`config.mk`:
```
export PLATFORM = sky130hd
export DESIGN_NAME = mod_sub_serial_flat
export DESIGN_NICKNAME = d
export VERILOG_FILES = /design/src/rtl/mod_sub_serial_pkg.sv /design/src/rtl/mod_sub_serial_if.sv /design/src/rtl/mod_sub_serial_digit_add_sub.sv /design/src/rtl/mod_sub_serial.sv /design/src/flat_wrapper.sv
export SDC_FILE = /design/constraint.sdc
export NUM_CORES = 1
export LEC_CHECK = 0
export BUFFER_PORTS_ARGS = -buffer_cell sky130_fd_sc_hd__buf_4
export CORE_MARGIN = 1.5
export CORE_UTILIZATION = 55
export DETAILED_ROUTE_END_ITERATION = 6
export HOLD_SLACK_MARGIN = 0.05
export PLACE_DENSITY = 0.87
export SLEW_MARGIN = 20
export SYNTH_ARGS = -nofsm -noshare
export SYNTH_HDL_FRONTEND = slang
export SYNTH_SLANG_ARGS = --single-unit
```
`constraint.sdc`:
```
create_clock -name clk -period 3.4 [get_ports clk]
set_input_delay 0.17 -clock clk [delete_from_list [all_inputs] [get_ports clk]]
set_output_delay 0.17 -clock clk [all_outputs]
set_load 0.01 [all_outputs]
```
`src/rtl/mod_sub_serial_pkg.sv`:
```
// Shared definitions for the digit-serial modular subtractor:
// FSM state encodings and default datapath geometry.
package mod_sub_serial_pkg;

  localparam int DEF_WIDTH = 32;
  localparam int DEF_DIGIT = 8;

  typedef enum logic [1:0] {
    ST_IDLE = 2'd0,
    ST_SUB  = 2'd1,
    ST_ADD  = 2'd2,
    ST_DONE = 2'd3
  } state_e;

  function automatic int num_digits(input int width, input int digit);
    return width / digit;
  endfunction

endpackage

```
`src/rtl/mod_sub_serial_if.sv`:
```
// Request/response bundle for mod_sub_serial: operands in, result and status out.
interface mod_sub_serial_if #(
  parameter int WIDTH = mod_sub_serial_pkg::DEF_WIDTH
);
  logic             start;
  logic [WIDTH-1:0] a;
  logic [WIDTH-1:0] b;
  logic [WIDTH-1:0] n;
  logic             busy;
  logic             done;
  logic             wrapped;
  logic [WIDTH-1:0] result;

  modport master (
    output start, a, b, n,
    input  busy, done, wrapped, result
  );

  modport slave (
    input  start, a, b, n,
    output busy, done, wrapped, result
  );
endinterface

```
`src/rtl/mod_sub_serial_digit_add_sub.sv`:
```
// One-digit adder shared by the subtract and add-back phases;
// invert_y with cin=1 turns it into a two's-complement subtractor.
module digit_add_sub #(
  parameter int DIGIT = mod_sub_serial_pkg::DEF_DIGIT
) (
  input  logic [DIGIT-1:0] x,
  input  logic [DIGIT-1:0] y,
  input  logic             cin,
  input  logic             invert_y,
  output logic [DIGIT-1:0] s,
  output logic             cout
);
  logic [DIGIT-1:0] y_eff;

  assign y_eff     = invert_y ? ~y : y;
  assign {cout, s} = {1'b0, x} + {1'b0, y_eff} + {{DIGIT{1'b0}}, cin};
endmodule

```
`src/rtl/mod_sub_serial.sv`:
```
// Digit-serial (a - b) mod n: subtract LSB digit first, then add n back
// digit by digit if the subtraction borrowed out of the top digit.
module mod_sub_serial
  import mod_sub_serial_pkg::*;
#(
  parameter int WIDTH = DEF_WIDTH,
  parameter int DIGIT = DEF_DIGIT
) (
  input  logic          clk,
  input  logic          rst_n,
  mod_sub_serial_if.slave bus
);
  localparam int ND = num_digits(WIDTH, DIGIT);
  localparam int CW = (ND > 1) ? $clog2(ND) : 1;

  state_e           state_q, state_d;
  logic [WIDTH-1:0] a_q, a_d;
  logic [WIDTH-1:0] b_q, b_d;
  logic [WIDTH-1:0] n_q, n_d;
  logic [WIDTH-1:0] r_q, r_d;
  logic [CW-1:0]    cnt_q, cnt_d;
  logic             bc_q, bc_d;
  logic             wrapped_q, wrapped_d;

  logic             in_sub;
  logic             last_dig;
  logic [DIGIT-1:0] dig_x;
  logic [DIGIT-1:0] dig_y;
  logic [DIGIT-1:0] dig_s;
  logic             dig_c;

  assign in_sub   = (state_q == ST_SUB);
  assign last_dig = (cnt_q == CW'(ND - 1));

  // SUB consumes the low digits of a/b; ADD works on the rotating result and modulus.
  assign dig_x = in_sub ? a_q[DIGIT-1:0] : r_q[DIGIT-1:0];
  assign dig_y = in_sub ? b_q[DIGIT-1:0] : n_q[DIGIT-1:0];

  digit_add_sub #(.DIGIT(DIGIT)) u_add (
    .x        (dig_x),
    .y        (dig_y),
    .cin      (bc_q),
    .invert_y (in_sub),
    .s        (dig_s),
    .cout     (dig_c)
  );

  always_comb begin
    state_d   = state_q;
    a_d       = a_q;
    b_d       = b_q;
    n_d       = n_q;
    r_d       = r_q;
    cnt_d     = cnt_q;
    bc_d      = bc_q;
    wrapped_d = wrapped_q;

    case (state_q)
      ST_IDLE, ST_DONE: begin
        if (bus.start) begin
          a_d       = bus.a;
          b_d       = bus.b;
          n_d       = bus.n;
          r_d       = '0;
          cnt_d     = '0;
          bc_d      = 1'b1;
          wrapped_d = 1'b0;
          state_d   = ST_SUB;
        end else if (state_q == ST_DONE) begin
          state_d = ST_IDLE;
        end
      end

      ST_SUB: begin
        a_d   = a_q >> DIGIT;
        b_d   = b_q >> DIGIT;
        r_d   = {dig_s, r_q[WIDTH-1:DIGIT]};
        bc_d  = dig_c;
        cnt_d = cnt_q + 1'b1;
        if (last_dig) begin
          if (!dig_c) begin
            // Borrow out of the top digit: a < b, so fold n back in.
            bc_d    = 1'b0;
            cnt_d   = '0;
            state_d = ST_ADD;
          end else begin
            wrapped_d = 1'b0;
            state_d   = ST_DONE;
          end
        end
      end

      ST_ADD: begin
        r_d   = {dig_s, r_q[WIDTH-1:DIGIT]};
        n_d   = {n_q[DIGIT-1:0], n_q[WIDTH-1:DIGIT]};
        bc_d  = dig_c;
        cnt_d = cnt_q + 1'b1;
        if (last_dig) begin
          wrapped_d = 1'b1;
          state_d   = ST_DONE;
        end
      end

      default: state_d = ST_IDLE;
    endcase
  end

  always_ff @(posedge clk or negedge rst_n) begin
    if (!rst_n) begin
      state_q   <= ST_IDLE;
      a_q       <= '0;
      b_q       <= '0;
      n_q       <= '0;
      r_q       <= '0;
      cnt_q     <= '0;
      bc_q      <= 1'b0;
      wrapped_q <= 1'b0;
    end else begin
      state_q   <= state_d;
      a_q       <= a_d;
      b_q       <= b_d;
      n_q       <= n_d;
      r_q       <= r_d;
      cnt_q     <= cnt_d;
      bc_q      <= bc_d;
      wrapped_q <= wrapped_d;
    end
  end

  assign bus.busy    = (state_q == ST_SUB) || (state_q == ST_ADD);
  assign bus.done    = (state_q == ST_DONE);
  assign bus.wrapped = wrapped_q;
  assign bus.result  = r_q;

endmodule

```
`src/flat_wrapper.sv`:
```
// flat-port wrapper written by rule: the top's interface ports become plain ports
module mod_sub_serial_flat import mod_sub_serial_pkg::*;
#(
  parameter int WIDTH = DEF_WIDTH,
  parameter int DIGIT = DEF_DIGIT
)
  (clk, rst_n, bus_start, bus_a, bus_b, bus_n, bus_busy, bus_done, bus_wrapped, bus_result);
  mod_sub_serial_if #(.WIDTH(WIDTH)) bus_i ();
  input  logic clk;
  input  logic rst_n;
  input wire logic [$bits(bus_i.start)-1:0] bus_start;
  input wire logic [$bits(bus_i.a)-1:0] bus_a;
  input wire logic [$bits(bus_i.b)-1:0] bus_b;
  input wire logic [$bits(bus_i.n)-1:0] bus_n;
  output wire logic [$bits(bus_i.busy)-1:0] bus_busy;
  output wire logic [$bits(bus_i.done)-1:0] bus_done;
  output wire logic [$bits(bus_i.wrapped)-1:0] bus_wrapped;
  output wire logic [$bits(bus_i.result)-1:0] bus_result;
  assign bus_i.start = bus_start;
  assign bus_i.a = bus_a;
  assign bus_i.b = bus_b;
  assign bus_i.n = bus_n;
  assign bus_busy = bus_i.busy;
  assign bus_done = bus_i.done;
  assign bus_wrapped = bus_i.wrapped;
  assign bus_result = bus_i.result;
  mod_sub_serial #(.WIDTH(WIDTH), .DIGIT(DIGIT)) u_core (.clk(clk), .rst_n(rst_n), .bus(bus_i));
endmodule
```
# --- Word level (Yosys, flattened, before mapping) ---
# Cells that the tools add are included.
totals:
  elab_cells: 61
  reg_bits: 134
  out_inout_bits: 35
  inputBits: 99
classes:
  reduce_logical: 10
  bitwise: 1
  muxes: 30
  eq_ne: 9
  add_sub_neg: 3
op_table:
  columns: ["operator", "count"]
  rows:
  - ["32-bit case mux with 2 select lines", 4]
  - ["32-bit 2-to-1 mux", 4]
  - ["8-bit 2-to-1 mux", 3]
  - ["2-bit 2-to-1 mux", 7]
  - ["2-bit case mux with 3 select lines", 2]
  - ["8-bit by 8-bit adder with 9-bit output", 1]
  - ["9-bit by 1-bit adder with 9-bit output", 1]
  - ["1-bit 2-to-1 mux", 8]
  - ["8-bit NOT", 1]
  - ["2-bit == test, second input constant", 3]
  - ["2-bit != test, second input constant", 3]
  - ["1-bit case mux with 3 select lines", 2]
  - ["2-bit AND reduction", 2]
  - ["4-bit AND reduction", 1]
  - ["2-bit nonzero test", 2]
  - ["2-bit OR reduction", 2]
  - ["3-bit != test, second input constant", 1]
  - ["3-bit AND reduction", 1]
  - ["2-bit by 1-bit adder with 2-bit output, second input constant", 1]
  - ["2-bit by 1-bit == test with 1-bit output, second input constant", 1]
  - ["2-bit logical NOT", 1]
  - ["2-bit by 1-bit != test with 1-bit output, second input constant", 1]
  - ["1-bit logical OR", 1]

# --- Longest topological paths before layout ---
# Gate-level depths: netlist (run 1).
depth:
  word_depth: 9
  mapped_depth: 14
  ltp_nobuf: 12

# --- Modules after synthesis ---
# From an unflattened synthesis (run 1), not the netlist that was laid out.
hier_totals:
  cells_unflattened: 634
  area_unflattened_um2: 6635.1
by_module_without_submodules:
  columns: ["module", "area_each_um2", "instances", "seq_area_each_um2", "cells_per_inst"]
  rows:
  - ["mod_sub_serial", 6217.2, 1, 3353.2, 581]
  - ["digit_add_sub", 417.9, 1, 0.0, 53]

# --- Worst setup path before layout (run 1) ---
# No wires, ideal clock.
synth_timing:
  path_type: "reg-to-reg"
  start: "register u_core.state_q[1]"
  end: "register u_core.wrapped_q (netlist: u_core.bus.wrapped)"
  path_slack_ps: 431
  period_less_slack_ps: 2969
  arrival_time_ps: 2841
  stages_incl_launch_ff: 14
  required_time_ps: 3272
  n_path_buf: 3
  setup_ps: 128
  path_cell_list: "dfrtp_1 > inv_1 > ha_1 > buf_2 > buf_2 > buf_4 > mux2i_1 > fa_1 > fa_1 > nor2b_1 > o21ai_1 > a31oi_1 > o311ai_1 > mux2_1"
synth_via:
  elab_chain_len: 8
  word_cells_on_any_way: 17
  classes_between: "add/sub: 2; eq/ne: 7; mux: 4; bitwise: 1; reduce/logical: 3"
synth_lines:
  columns: ["item", "line", "source"]
  rows:
  - ["from (decl)", "mod_sub_serial.sv:16", "state_e state_q, state_d;"]
  - ["from (signal assigned)", "mod_sub_serial.sv:119", "state_q <= state_d;"]
  - ["2-bit by 1-bit == test with 1-bit output", "mod_sub_serial.sv:32, mod_sub_serial.sv:58", null]
  - ["8-bit 2-to-1 mux", "mod_sub_serial.sv:37", "assign dig_y = in_sub ? b_q[DIGIT-1:0] : n_q[DIGIT-1:0];"]
  - ["8-bit NOT", "mod_sub_serial_digit_add_sub.sv:15", "assign y_eff = invert_y ? ~y : y;"]
  - ["8-bit 2-to-1 mux", "mod_sub_serial_digit_add_sub.sv:15", null]
  - ["8-bit by 8-bit adder with 9-bit output", "mod_sub_serial_digit_add_sub.sv:16", "assign {cout, s} = {1'b0, x} + {1'b0, y_eff} + {{DIGIT{1'b0}}, cin};"]
  - ["9-bit by 1-bit adder with 9-bit output", "mod_sub_serial_digit_add_sub.sv:16", null]
  - ["2-bit != test (no line)", null, null]
  - ["4-bit AND reduction (no line)", null, null]
  - ["to (signal assigned)", "mod_sub_serial.sv:126", "wrapped_q <= wrapped_d;"]
  - ["to (decl)", "mod_sub_serial.sv:23", "logic wrapped_q, wrapped_d;"]
# Several ways; a longest one is shown, not always the timed one.
# A chain may end at the register's enable or synchronous reset.

# --- Final worst setup path (run 1) ---
# Ends and elaborated chain as after synthesis.

==> results of run 1 <==
per-layer routing:
metal | track usage | part of all wire | vias up
li1 | - | - | 2394
met1 | 0.351 | 0.42 | 2492
met2 | 0.481 | 0.50 | 176
met3 | 0.0682 | 0.055 | 32
met4 | 0.117 | 0.022 | 0
met5 | 0 | 0 | -
synth_stat cells (2+ instances only):
cell type  number
mux2_2          7
ha_1           11
clkbuf_1       10
a22o_1         24
a21oi_1        12
a31oi_1         3
o2bb2ai_1       8
fa_1            2
nor2_1         19
nand2_1        91
nor3b_1         2
inv_2           2
dfrtp_1       134
buf_2          28
buf_1           2
mux2i_1        83
o21ai_1         3
o21a_1          4
nand2b_1        4
nand3b_1        8
inv_1          15
o31ai_1         2
o21ai_0        98
per-stage QoR:
| stage | hold slack [ns] | cell area (um^2) |
|---|---|---|
| global route | 0.0597 | 8430 |
| floorplan | -0.126 | 6270 |
| CTS | 0.0506 | 8400 |
| detailed placement | 0.382 | 7380 |
| finish | 0.0546 | 8430 |
| global placement | 0.365 | 7380 |
power groups by stage:
stage               Sequential (uW)  Combinational [uW]  Clock (uW)
floorplan                      2770                3010           0
global placement               2830                3950           0
detailed placement             2870                4140           0
CTS                            2860                4240        1960
global route                   2950                4760        2030
finish                         2870                4250        1950
flip-flops by register name (all words and copies together), names as in the netlist:
signal,flops
u_core.bc_q,1
u_core.b_q,32
u_core.bus.wrapped,1
u_core.cnt_q,2
u_core.bus.result,32
u_core.n_q,32
u_core.state_q,2
u_core.a_q,32
kinds of logic after synthesis:
logic type	Yosys count
compound gates	162
flops	134
simple gates	132
mux	91
buf+inv	58
fa+ha+maj	13
xor+xnor	2
worst paths after layout:
check	startpoint	end	slack [ns]	cells past startpoint
max in group asynchronous	rst_n	u_core.b_q[27]	2.23	4
worst min-delay path	bus_a[19]	u_core.a_q[19]	0.05	3
worst min register to register	u_core.b_q[9]	u_core.b_q[9]	0.48	2
worst max register to register	u_core.state_q[1]	u_core.bus.wrapped	0.36	12
min in group asynchronous	rst_n	u_core.n_q[16]	0.26	2
worst max-delay path	u_core.state_q[1]	u_core.bus.wrapped	0.36	12
what timing repair did:
action	in CTS	in global routing
endpoints found under the setup margin	0	0
hold endpoints to repair	147	0
hold buffers	38	0
buffers inserted	0	0
critical path, cell delays in order, from the launching register on:
cell and delay (ns):
dfrtp_1 0.41, inv_1 0.14, ha_4 0.29, inv_2 0.10, nor2_1 0.11, a21oi_1 0.07, fa_1 0.46, fa_1 0.41
nor2b_1 0.22, o21ai_1 0.11, a31oi_1 0.14, o311ai_1 0.10, mux2_1 0.34
final cells by class:
type / count / area, um^2
inverters: 17 / 63.8
well taps: 140 / 175
clock buffers: 25 / 526
repair buffers: 183 / 1510
multi-input cells: 400 / 2690
fillers: 700 / 2550
clock inverters: 7 / 114
flip-flops and latches: 134 / 3350
==> out/qor.yml, run 1 <==
run_status:
  status: "complete, no violations"
worst_setup_path:
  path_max_fanout: 17
  worst_setup_path_end_kind: "register"
  crit_type: "register to register"
  crit_arrival_ns: 3.33
  startpoint_type: "register"
  worstPathRequired_ns: 3.70
pwr:
  total_power_uw: 9070
  comb_power_share: 0.468
  sw_frac_of_total: 0.396
  p_int_uw: 5480
  ir_worst_vdd_mv: 0.624
  seqPwrFrac: 0.317
  p_per_area_mw_per_mm2: 1080
  clkPwrFrac: 0.215
  p_leak_uw: 0.00397
  p_switching_uw: 3600
hold_path:
  hp-class: "input port to register"
place:
  dp_cells: 835
  io_buffers: 133
  preCtsSetupSlack_ns: 0.424
  gp_congestion: 0.977
  place_hpwl_mm: 10.2
yosys:
  yosysWarningCount: 0
  synth_flop_cell: "dfrtp_1"
  syn_inst: 592
  synth_compound_area_frac: 0.156
  synth_seq_cells: 134
  synth_top_family_by_area: "compound AO/OA/AOI/OAI gates"
  yosys.area_share.simple: 0.0902
  syn_area_per_cell_um2: 10.6
  synthArstFlopShare: 1.00
  synth.mux.area_fraction: 0.147
  synth_fa_ha_area_frac: 0.0283
  yosysTopAreaCellShare: 0.535
  ys_types: 43
  synthesis.nets: 704
  synth-xor-area-share: 0.00279
  synth_area_mm2: 0.00627
  yosys-top-cells-area: "dfrtp_1 (53%), mux2i_1 (13%), o21ai_0 (7.8%)"
  ys_seq_area_frac: 0.535
  synth_top_area_cell: "dfrtp_1"
  synth_edf_count: 0
floorplanning:
  die_area_mm2: 0.0120
  initial_core_util: 0.571
  die_x_um: 110
  ios: 134
  die_height_um: 110
  core_area_mm2: 0.0110
  num_rows: 38
route:
  drc: 0
  initialDrtViolationCount: 367
  wl_per_cell_um: 17.4
  via_per_inst: 5.62
  wirelength_mm: 15.8
  via_count: 5094
  dr.pass1.iters: 5
  ant_nets: 0
clocking:
  cts_tree: "done"
  clock_latency_ns: 0.42
  cts_num_sinks: 134
  clk_path_buf_depth: 2
  clkTransAtPathRegs_ns: 0.06
  cts-htree-levels: 4
  cts_buffers: 17
  cts_root_buf: "clkbuf_16"
  postCtsResizedCells: 0
timing:
  skew_ns: 0.0119
  max_slew_margin: 0.552
  finalCritPeriodShare: 0.893
  max_clock_freq_ghz: 0.329
  rsz0062_at_grt: "no"
  min_period_ns: 3.04
  finalSetupViolations: 0
  hold_violations: 0
  setup_ws_ns: 0.363
  worstMarginPinSlew_ns: 0.658
  drv_slew: 0
  finalSetupTns_ns: 0
global_route:
  grt_use_total: 0.285
  grt_pass1_wl_mm: 25.9
  grt_max_degree: 113
  grt_overflow_total: 0
  grt_antenna_before_repair: 0
  grt_pass1_vias: 5212
layout:
  final_cells: 906
  finish.utilization: 0.768
  final_cell_mix: "buf_4 (142), dfrtp_1 (134), o21ai_0 (98)"
  nets: 865
  area_growth_pct: 34.5
  drive_above_1_share: 0.252
  diodes: 0
  mostFrequentLayoutCell: "buf_4"
run:
  cap_violations: 0
Power figures use the tool's default switching activity.
==> run 2, diff against run 1 <==
--- a/config.mk
+++ b/config.mk
@@ -6,11 +6,11 @@
 export NUM_CORES = 1
 export LEC_CHECK = 0
 export BUFFER_PORTS_ARGS = -buffer_cell sky130_fd_sc_hd__buf_4
-export CORE_MARGIN = 1.5
-export CORE_UTILIZATION = 55
+export CORE_MARGIN = 2
+export CORE_UTILIZATION = 50
 export DETAILED_ROUTE_END_ITERATION = 6
 export HOLD_SLACK_MARGIN = 0.05
-export PLACE_DENSITY = 0.87
+export PLACE_DENSITY = 0.81
 export SLEW_MARGIN = 20
 export SYNTH_ARGS = -nofsm -noshare
 export SYNTH_HDL_FRONTEND = slang
==> run 2 against run 1 <==
  * Cell area rose by 0.45%
  * Sequential power barely moved
  * Cell count rose by 3.3%
  * First-iteration DRC count fell by 25%
  * Sequential cell count did not move
  * Fmax fell by 1.5%
  * Via count fell by 3.6%
  * Sequential share of layout area fell by 0.18 points
==> out/qor.yml, run 2 (same netlist as run 1, synthesis figures left out) <==
global_route:
  grt_overflow_total: 0
  grt_use_total: 0.236
  grt_pass1_wl_mm: 24.5
  grt_max_degree: 113
  grt_pass1_vias: 5173
  grt_antenna_before_repair: 0
timing:
  finalSetupViolations: 0
  hold_violations: 0
  finalSetupTns_ns: 0
  worstMarginPinSlew_ns: 0.840
  min_period_ns: 3.08
  rsz0062_at_grt: "no"
  drv_slew: 0
  finalCritPeriodShare: 0.907
  max_clock_freq_ghz: 0.324
  skew_ns: 0.00827
  max_slew_margin: 0.440
worst_setup_path:
  crit_type: "register to register"
  worst_setup_path_end_kind: "register"
  crit_top_cell: "inv_1"
  slowest_stage: "fa_1"
  crit_arrival_ns: 3.37
  crit_chain: "inv_1, ha_4, buf_4, nor2_1, a21oi_1, inv_1, fa_1, nor2b_1, o21ai_1, a31oi_1, o311ai_1, mux2_1"
  worstPathRequired_ns: 3.69
  path_max_fanout: 25
  startpoint_type: "register"
  cp_slowest_stage_delay_ns: 0.47
layout:
  drive_above_1_share: 0.249
  nets: 867
  nFillCells: 887
  multi_input_area_mm2: 0.00269
  area_growth_pct: 35.1
  finish.utilization: 0.699
  diodes: 0
  mostFrequentLayoutCell: "buf_4"
  final_cell_mix: "buf_4 (139), dfrtp_1 (134), o21ai_0 (98)"
  ff_latch_area_mm2: 0.00335
  final_cells: 936
clocking:
  cts_num_sinks: 134
  cts_buffers: 17
  clock_latency_ns: 0.42
  postCtsResizedCells: 0
  cts_root_buf: "clkbuf_16"
  clk_path_buf_depth: 2
  cts_tree: "done"
  clkTransAtPathRegs_ns: 0.05
  cts-htree-levels: 4
place:
  gp_congestion: 0.847
  io_buffers: 133
  dp_cells: 861
  place_hpwl_mm: 10.2
route:
  wl_per_cell_um: 16.2
  via_per_inst: 5.25
  dr.pass1.iters: 4
  drc: 0
  initialDrtViolationCount: 276
  ant_nets: 0
  wirelength_mm: 15.1
  via_count: 4913
hold_path:
  hp-class: "input port to register"
run_status:
  status: "complete, no violations"
pwr:
  ir_worst_vdd_mv: 0.837
  p_leak_uw: 0.00396
  p_per_area_mw_per_mm2: 1060
floorplanning:
  core_area_mm2: 0.0121
  die_height_um: 116
  die_x_um: 116
  ios: 134
  initial_core_util: 0.518
  die_area_mm2: 0.0134
  num_rows: 40
run:
  cap_violations: 0
-- run 2: path summary, 6_finish.rpt --
kind | from | to | slack (ns) | cells after the start
max in group asynchronous | rst_n | u_core.a_q[9] | 2.16 | 3
max | u_core.state_q[1] | u_core.bus.wrapped | 0.32 | 12
min | bus_a[4] | u_core.a_q[4] | 0.05 | 3
max reg2reg | u_core.state_q[1] | u_core.bus.wrapped | 0.32 | 12
min in group asynchronous | rst_n | u_core.n_q[15] | 0.40 | 2
min reg2reg | u_core.b_q[11] | u_core.b_q[11] | 0.47 | 2
-- run 2: timing repair --
action	in CTS	in global routing
hold endpoints to repair	135	0
buffers inserted	0	0
hold buffers	43	0
-- run 2: worst max-delay path: cells and delay by family (launching register included) --
family                   cells  cell delay [ns]
adder cells (fa/ha/maj)      2             0.73
buffers and inverters        3             0.59
AO/OA/AOI/OAI                4             0.59
flip-flops                   1             0.40
multiplexers                 1             0.35
AND/OR/NAND/NOR              2             0.30
-- run 2: cell type report --
type / count / share of cell area
Clock inverter: 14 / 0.0216
Inverter: 17 / 0.00754
Clock buffer: 18 / 0.0519
Multi-Input combinational cell: 400 / 0.318
Tap cell: 168 / 0.0248
Sequential cell: 134 / 0.396
Timing Repair Buffer: 185 / 0.180
-- run 2: power by group --
group / total [uW] / switching [uW] / leakage, uW / internal, uW
Sequential: 2860 / 494 / 0.00170 / 2370
Clock: 1910 / 673 / 0.000305 / 1240
Combinational: 4200 / 2370 / 0.00196 / 1820
-- run 2: per-stage QoR --
step                worst slack (ns)  hold slack, ns  area, um^2  total power (uW)
floorplan                      0.431          -0.126        6270              5780
global placement               0.431           0.307        7420              6800
detailed placement             0.342           0.310        7420              7010
CTS                            0.331          0.0502        8470              8990
global route                   0.181          0.0511        8470              9600
finish                         0.317          0.0497        8470              8970
-- run 2: per-layer routing --
layer / GRT usage / part of all wire
met5: 0 / 0
met2: 0.401 / 0.49
met4: 0.0833 / 0.017
met3: 0.0638 / 0.058
met1: 0.291 / 0.43
